**config.mk**
```make
export PLATFORM = sky130hd
export DESIGN_NAME = fb_arbiter
export DESIGN_NICKNAME = d
export VERILOG_FILES = /design/src/rtl/fb_pkg.sv /design/src/rtl/fb_addr_counter.sv /design/src/rtl/fb_arbiter.sv
export SDC_FILE = /design/constraint.sdc
export NUM_CORES = 1
export LEC_CHECK = 0
export ABC_AREA = 1
export CAP_MARGIN = 20
export CORE_ASPECT_RATIO = 0.6
export CORE_MARGIN = 2
export CORE_UTILIZATION = 41
export DETAILED_ROUTE_END_ITERATION = 10
export HOLD_SLACK_MARGIN = 0.03
export PLACE_DENSITY = 0.74
export SYNTH_ARGS = -nofsm -noshare
export SYNTH_HDL_FRONTEND = slang
export SYNTH_SLANG_ARGS = --single-unit
```
**constraint.sdc**
```tcl
create_clock -name clk -period 2.65 [get_ports clk]
set_input_delay 0.265 -clock clk [delete_from_list [all_inputs] [get_ports clk]]
set_output_delay 0.265 -clock clk [all_outputs]
set_load 0.02 [all_outputs]
```
**src/rtl/fb_pkg.sv**
```systemverilog
// Shared constants and state encoding for the framebuffer RAM arbiter.
package fb_pkg;

  localparam int FB_RAM_WIDTH = 32;
  localparam int FB_N_BITS    = 480 * 360 * 24;

  // Registered grant: which requester owns the RAM port this cycle.
  typedef enum logic [1:0] {
    IDLE  = 2'd0,
    READ  = 2'd1,
    WRITE = 2'd2
  } fb_state_e;

endpackage

```
**src/rtl/fb_addr_counter.sv**
```systemverilog
// Wrapping address counter: clear has priority, wraps MAX -> 0 on increment.
module fb_addr_counter #(
  parameter int MAX = 1,
  parameter int AW  = 1
) (
  input  logic          clk,
  input  logic          rst,
  input  logic          clr,
  input  logic          inc,
  output logic [AW-1:0] addr,
  output logic          at_max
);

  localparam logic [AW-1:0] MAX_A = AW'(MAX);

  logic [AW-1:0] addr_q, addr_d;

  assign at_max = (addr_q == MAX_A);
  assign addr   = addr_q;

  // Next address: clear beats increment so a restart always lands on 0.
  always_comb begin
    addr_d = addr_q;
    if (clr)      addr_d = '0;
    else if (inc) addr_d = at_max ? '0 : addr_q + 1'b1;
  end

  // Address register.
  always_ff @(posedge clk or negedge rst) begin
    if (!rst) addr_q <= '0;
    else      addr_q <= addr_d;
  end

endmodule

```
**src/rtl/fb_arbiter.sv**
```systemverilog
// Single-port framebuffer RAM shared between display reader (priority) and writer.
module fb_arbiter
  import fb_pkg::*;
#(
  parameter  int RAM_WIDTH    = FB_RAM_WIDTH,
  parameter  int N_BITS       = FB_N_BITS,
  localparam int RAM_DEPTH    = N_BITS / RAM_WIDTH,
  localparam int MAX_ADDRESS  = RAM_DEPTH - 1,
  localparam int ADDRESS_BITS = $clog2(RAM_DEPTH)
) (
  input  logic                    clk,
  input  logic                    rst,
  input  logic                    frame_start,
  input  logic                    visible,
  input  logic                    rd_req,
  output logic                    rd_valid,
  output logic [RAM_WIDTH-1:0]    rd_data,
  input  logic                    wr_valid,
  input  logic [RAM_WIDTH-1:0]    wr_data,
  output logic                    wr_ready,
  output logic                    wr_frame_done,
  output logic [ADDRESS_BITS-1:0] ram_addr,
  output logic                    ram_we,
  output logic [RAM_WIDTH-1:0]    ram_wdata,
  input  logic [RAM_WIDTH-1:0]    ram_rdata
);

  fb_state_e               state_q, state_d;
  logic [ADDRESS_BITS-1:0] ram_addr_q, ram_addr_d;
  logic [ADDRESS_BITS-1:0] rd_addr, wr_addr;
  logic [RAM_WIDTH-1:0]    wr_reg_q, wr_reg_d;
  logic                    rd_valid_q;
  logic                    wr_last_q, wr_last_d;
  logic                    wr_frame_done_q;
  logic                    rd_hit;
  logic                    wr_at_max;
  logic                    rd_at_max_unused;

  // Display reads only count during the active area and always win the port.
  assign rd_hit   = visible && rd_req;
  assign wr_ready = wr_valid && !rd_hit;

  // Grant selection and the RAM command it launches next cycle.
  always_comb begin
    state_d    = IDLE;
    ram_addr_d = ram_addr_q;
    wr_reg_d   = wr_reg_q;
    wr_last_d  = 1'b0;
    if (rd_hit) begin
      state_d    = READ;
      ram_addr_d = rd_addr;
    end else if (wr_ready) begin
      state_d    = WRITE;
      ram_addr_d = wr_addr;
      wr_reg_d   = wr_data;
      wr_last_d  = wr_at_max;
    end
  end

  // Grant/state register plus the read-return and frame-done pipelines.
  always_ff @(posedge clk or negedge rst) begin
    if (!rst) begin
      state_q         <= IDLE;
      ram_addr_q      <= '0;
      wr_reg_q        <= '0;
      rd_valid_q      <= 1'b0;
      wr_last_q       <= 1'b0;
      wr_frame_done_q <= 1'b0;
    end else begin
      state_q         <= state_d;
      ram_addr_q      <= ram_addr_d;
      wr_reg_q        <= wr_reg_d;
      rd_valid_q      <= (state_q == READ);
      wr_last_q       <= wr_last_d;
      wr_frame_done_q <= wr_last_q;
    end
  end

  // Display read pointer; frame_start restarts it, overriding a same-cycle increment.
  fb_addr_counter #(.MAX(MAX_ADDRESS), .AW(ADDRESS_BITS)) u_rd_cnt (
    .clk    (clk),
    .rst    (rst),
    .clr    (frame_start),
    .inc    (state_d == READ),
    .addr   (rd_addr),
    .at_max (rd_at_max_unused)
  );

  // Writer pointer; runs freely across frames.
  fb_addr_counter #(.MAX(MAX_ADDRESS), .AW(ADDRESS_BITS)) u_wr_cnt (
    .clk    (clk),
    .rst    (rst),
    .clr    (1'b0),
    .inc    (state_d == WRITE),
    .addr   (wr_addr),
    .at_max (wr_at_max)
  );

  assign ram_addr      = ram_addr_q;
  assign ram_we        = (state_q == WRITE);
  assign ram_wdata     = wr_reg_q;
  assign rd_valid      = rd_valid_q;
  assign rd_data       = rd_valid_q ? ram_rdata : '0;
  assign wr_frame_done = wr_frame_done_q;

endmodule

```
==> results of run 1 <==
## stage by stage
step                      setup slack (ps)  utilization (%)  total power [uW]  hold slack [ps]
after floorplan                       1340                -              1970            -30.6
after global placement                 546             57.8              2390              328
after detailed placement               549             57.8              2410              338
after CTS                              554             60.6              3630              351
after global routing                   510             60.6              3780              362
final                                  563             60.6              3600              349
## worst reg2reg max path, cell delays in order (launching register included)
cell	delay, ps
dfrtp_1	430
ha_1	240
nand3_1	150
nor2_2	240
nand3_2	180
o21ai_2	300
nor2_1	80
## flip-flops by register name (all words and copies together) (netlist names)
name,flops
u_rd_cnt.addr,17
rd_valid,1
ram_addr,17
wr_frame_done,1
state_q,2
ram_wdata,32
wr_last_q,1
u_wr_cnt.addr,17
## worst paths after layout
check,endpoint,slack (ps),startpoint
worst max-delay path,wr_ready,560,wr_valid
worst min-delay path,wr_frame_done,350,wr_last_q
worst max register to register,u_rd_cnt.addr[8],910,u_rd_cnt.addr[0]
worst min register to register,wr_frame_done,350,wr_last_q
max in group asynchronous,ram_wdata[4],1480,rst
min in group asynchronous,u_rd_cnt.addr[13],520,rst
## cell type report
class,instances,area (um2)
Clock buffer,13,270
Timing Repair Buffer,161,1610
Multi-Input combinational cell,394,1790
Fill cell,912,4120
Clock inverter,3,15.0
Sequential cell,88,2200
Tap cell,139,174
Inverter,72,273
## where the power goes
part           internal, uW  total [uW]  switching, uW
sequential             1480        1590            110
clock                   708        1210            506
combinational           379         793            414
total                  2570        3600           1030
## cell usage in the layout, fill, tap and decap left out, types with 7 or more instances in the layout
| cell type | n |
|---|---|
| nand2_1 | 246 |
| clkdlybuf4s50_1 | 153 |
| dfrtp_1 | 88 |
| inv_1 | 69 |
| nor2_1 | 49 |
| nand3_1 | 20 |
| xor2_1 | 11 |
| nand4_1 | 10 |
| o21ai_0 | 9 |
| clkbuf_16 | 9 |
| o211ai_1 | 7 |
## synth_stat cells
cell type / n
a21oi_1: 5
buf_2: 8
buf_4: 1
buf_6: 1
clkbuf_1: 6
clkinv_1: 1
dfrtp_1: 88
ha_1: 2
inv_1: 69
inv_2: 1
inv_4: 1
nand2_1: 246
nand2_4: 2
nand3_1: 20
nand3_2: 3
nand3b_1: 1
nand4_1: 10
nor2_1: 49
nor2_2: 6
nor2_4: 2
nor2_8: 1
nor2b_1: 1
nor3_1: 3
o2111ai_1: 1
o211ai_1: 7
o21ai_0: 9
o21ai_1: 6
o21ai_2: 1
o221ai_1: 6
or2_2: 1
xnor2_1: 1
xor2_1: 11
## cell families (layout without fill, tap and decap cells)
family	Yosys count	after routing	synth area share, %
AOI/OAI and AO/OA	35	35	5.12
xor gates and xnor gates	12	12	2.42
adders and majority gates	2	2	0.576
buffers and inverters	88	249	8.15
DFF	88	88	50.7
and+or+nand+nor	345	345	33.1
## layer usage
metal | vias up | global-route usage, % | routed length [um]
met3 | 11 | 6.80 | 1270
met2 | 173 | 33.3 | 5310
met4 | 0 | 5.53 | 103
met1 | 1955 | 31.0 | 5460
met5 | - | 0 | 0
li1 | 2061 | - | -
==> flow_summary.json, run 1 <==
{
  "path_cells": "clkdlybuf4s50_1 -> inv_1 -> nor2_8 -> clkdlybuf4s50_1",
  "max_freq_mhz": 479,
  "power.leakage_uw": 0.00313,
  "fp.coreArea_um2": 10500,
  "vdd_drop_max_mv": 0.340,
  "yosysTopAreaCell": "dfrtp_1",
  "crit_buf_inv": 3,
  "postCtsSetupRepairBufs": 0,
  "synth.avg_cell_area_um2": 7.63,
  "clkSlewWorstSetupHoldPaths_ps": 60,
  "wl_per_cell_um": 14.0,
  "ys_ff_latch": 88,
  "cp_slowest_stage_delay_ps": 670,
  "die_y_um": 83.8,
  "grt_max_degree": 51,
  "ctsResizeCount": 0,
  "final_area_um2": 6330,
  "drv_cap": 0,
  "gr-total-overflow": 0,
  "crit_top_cell": "clkdlybuf4s50_1",
  "drive_gt1_share_pct": 5.47,
  "syn-num-nets": 642,
  "layout.nets": 798,
  "clock_sinks": 88,
  "dieArea_um2": 11500,
  "htreeDepth": 3,
  "rsz0062_at_grt": "false",
  "placedInstanceArea_um2": 6040,
  "antenna_found_initial": 0,
  "die_w_um": 137,
  "crit_type": "in2out",
  "synthCells": 570,
  "cts_root_buf": "clkbuf_16",
  "drt_wl_total_mm": 12.1,
  "areaGrowthSynthToFinish_pct": 45.7,
  "period_share_pct": 78.7,
  "dpl.hpwl_mm": 9.14,
  "relSlewSlack_pct": 56.5,
  "ys_top_cells_by_area": "dfrtp_1 (51%), nand2_1 (21%), inv_1 (6.0%)",
  "required_ps": 2380,
  "fin_setup_tns_ps": 0,
  "status": "finished, final reports clean",
  "syn_area_um2": 4350,
  "setup_viol": 0,
  "cts_tree": "yes",
  "place_congestion": 0.938,
  "drv_slew": 0,
  "io_buffers": 154,
  "cp_top_family": "buffers and inverters",
  "p_per_area_nw_per_um2": 568,
  "dr.pass1.iters": 5,
  "cp.arrival_ps": 1820,
  "dp.cells": 853,
  "ioPinCount": 155,
  "vias": 4200,
  "grt_pass1_wl_mm": 19.7,
  "first_iter_violations": 246,
  "r2r_cells": 6,
  "cts_buffers": 9,
  "hold_class": "reg2reg",
  "instances_no_fill": 870,
  "cp-end-kind": "output port",
  "antenna_cells": 0,
  "grtUsageTotal_pct": 22.1,
  "vias_per_cell": 4.83,
  "clock_path_buffers": 2,
  "grt_pass1_vias": 3949,
  "postCtsHoldBufs": 1,
  "antenna_left": 0,
  "rows": 29,
  "insertion_delay_ps": 340,
  "start_util_pct": 41.6,
  "synth_cell_type_count": 32,
  "netlist.area_leader.share_pct": 50.7,
  "finalHoldViolCount": 0,
  "crit_fanout": 12,
  "hold_depth": 0,
  "slowest_stage": "clkdlybuf4s50_1",
  "fin_skew_ps": 3.16,
  "synth-seq-area-share_pct": 50.7,
  "startpoint_type": "input port",
  "drc": 0,
  "worst_pin_slew_ps": 653,
  "yosysWarnings": 0,
  "worst-path-stages": 4,
  "fin_crit_ps": 2090
}
Power figures use the tool's default switching activity.
==> run 2, diff against run 1 <==
--- a/config.mk
+++ b/config.mk
@@ -12,7 +12,7 @@
 export CORE_UTILIZATION = 41
 export DETAILED_ROUTE_END_ITERATION = 10
 export HOLD_SLACK_MARGIN = 0.03
-export PLACE_DENSITY = 0.74
+export PLACE_DENSITY = 0.77
 export SYNTH_ARGS = -nofsm -noshare
 export SYNTH_HDL_FRONTEND = slang
 export SYNTH_SLANG_ARGS = --single-unit
==> constraint.sdc (replaced) <==
create_clock -name clk -period 1.7 [get_ports clk]
set_input_delay 0.17 -clock clk [delete_from_list [all_inputs] [get_ports clk]]
set_output_delay 0.17 -clock clk [all_outputs]
set_load 0.02 [all_outputs]
==> flow_summary.json, run 2 (synthesized netlist as in run 1, its figures left out) <==
{
  "top_layer": "met4",
  "largest_reg_flops": 32,
  "crit_fanout": 6,
  "antenna_left": 0,
  "clock_sinks": 88,
  "multi_input_area_um2": 1810,
  "layout_common_cells": "nand2_1 (246), clkdlybuf4s50_1 (119), dfrtp_1 (88)",
  "vdd_drop_max_mv": 0.527,
  "layout.nets": 818,
  "clkSlewWorstSetupHoldPaths_ps": 60,
  "antenna_cells": 0,
  "antenna_found_initial": 0,
  "cp.arrival_ps": 1830,
  "final-seq-area_um2": 2200,
  "drv_cap": 0,
  "wl_met3_mm": 1.27,
  "dpl_worst_slack_ps": -125,
  "period_share_pct": 94.8,
  "drive_gt1_share_pct": 8.12,
  "rsz0062_at_grt": "false",
  "cts_buffers": 9,
  "dr.pass1.iters": 4,
  "setup_viol": 0,
  "grtUsageTotal_pct": 23.1,
  "drc": 0,
  "worst_pin_slew_ps": 455,
  "die_w_um": 137,
  "cts_tree": "yes",
  "wl_met1_mm": 5.37,
  "grt_pass1_vias": 4134,
  "vias": 4361,
  "path_cells": "ha_1 -> nand3_1 -> nor2_2 -> nand3_2 -> o21ai_4 -> nor2_1",
  "fin_crit_ps": 1610,
  "drt_wl_total_mm": 13.0,
  "wl_per_cell_um": 14.6,
  "power.leakage_uw": 0.00339,
  "cp_slowest_stage_delay_ps": 410,
  "grt_max_degree": 42,
  "slowest_stage": "dfrtp_1",
  "fp.coreArea_um2": 10500,
  "ioPinCount": 155,
  "areaGrowthSynthToFinish_pct": 50.4,
  "status": "finished, final reports clean",
  "grt_pass1_wl_mm": 20.4,
  "clock_path_buffers": 2,
  "dpl.hpwl_mm": 10.2,
  "max_freq_mhz": 620,
  "dieArea_um2": 11500,
  "setup_ws_ps": 88.3,
  "gr-total-overflow": 0,
  "die_y_um": 83.8,
  "hold_class": "in2async",
  "p_per_area_nw_per_um2": 904,
  "insertion_delay_ps": 340,
  "cts_root_buf": "clkbuf_16",
  "first_iter_violations": 303,
  "relSlewSlack_pct": 69.7,
  "start_util_pct": 41.6,
  "io_buffers": 154,
  "vias_per_cell": 4.90,
  "required_ps": 1920,
  "met2_length_mm": 6.10,
  "final_util_pct": 62.6,
  "finalHoldViolCount": 0,
  "drv_slew": 0,
  "htreeDepth": 3,
  "rows": 29,
  "crit_type": "reg2reg",
  "final_common_cell": "nand2_1",
  "fillCellCount": 892,
  "cp-end-kind": "flop",
  "postCtsSetupRepairBufs": 0,
  "place_congestion": 0.946,
  "startpoint_type": "flop",
  "fin_skew_ps": 8.27
}
[run 2: layout make-up]
class	count	share of cell area, %
flip-flops and latches	88	33.7
multi-input cells	394	27.6
repair buffers	181	26.8
inverters	72	4.17
clock buffers	10	3.66
well taps	139	2.66
clock inverters	6	1.42
[run 2: stage by stage]
step / cells / power [uW] / area [um2] / TNS (ps) / hold WS, ps
after global routing: 890 / 6180 / 6540 / 0 / 367
after detailed placement: 873 / 3820 / 6220 / -1900 / 147
after floorplan: 570 / 3070 / 4350 / 0 / -126
final: 890 / 5910 / 6540 / 0 / 320
after CTS: 890 / 5980 / 6520 / 0 / 324
after global placement: 873 / 3790 / 6220 / -816 / 146
[run 2: where the power goes]
group          total [uW]  switching [uW]  leakage, uW  internal, uW
clock                2150             817     0.000155          1330
combinational        1270             656      0.00213           616
sequential           2490             183      0.00111          2310
[run 2: worst paths after layout]
| check | end | startpoint | cells past startpoint | slack [ps] |
|---|---|---|---|---|
| max in group asynchronous | ram_wdata[31] | rst | 3 | 790 |
| min in group clk | wr_frame_done | wr_last_q | 0 | 350 |
| min | u_rd_cnt.addr[10] | rst | 2 | 320 |
| max reg2reg | u_rd_cnt.addr[3] | u_rd_cnt.addr[1] | 6 | 90 |
| max | u_rd_cnt.addr[3] | u_rd_cnt.addr[1] | 6 | 90 |
| min reg2reg | wr_frame_done | wr_last_q | 0 | 350 |
[run 2: routing by layer]
layer / GRT usage [%] / vias up
met3: 6.86 / 16
met1: 29.7 / 2039
met4: 6.75 / 0
met5: 0 / -
met2: 37.7 / 206
li1: - / 2100
[run 2: what timing repair did]
item / 4_1_cts / 5_1_grt
endpoints found under the hold margin: 31 / 0
hold buffers: 1 / 0
resized for setup: 34 / 2
endpoints found under the setup margin: 34 / 5
[run 2: critical path: cells and delay by family, from the launching register on]
kind                       cells  cell delay (ps)
AOI/OAI and AO/OA              1              260
DFF                            1              410
adders and majority gates      1              220
and+or+nand+nor                4              600
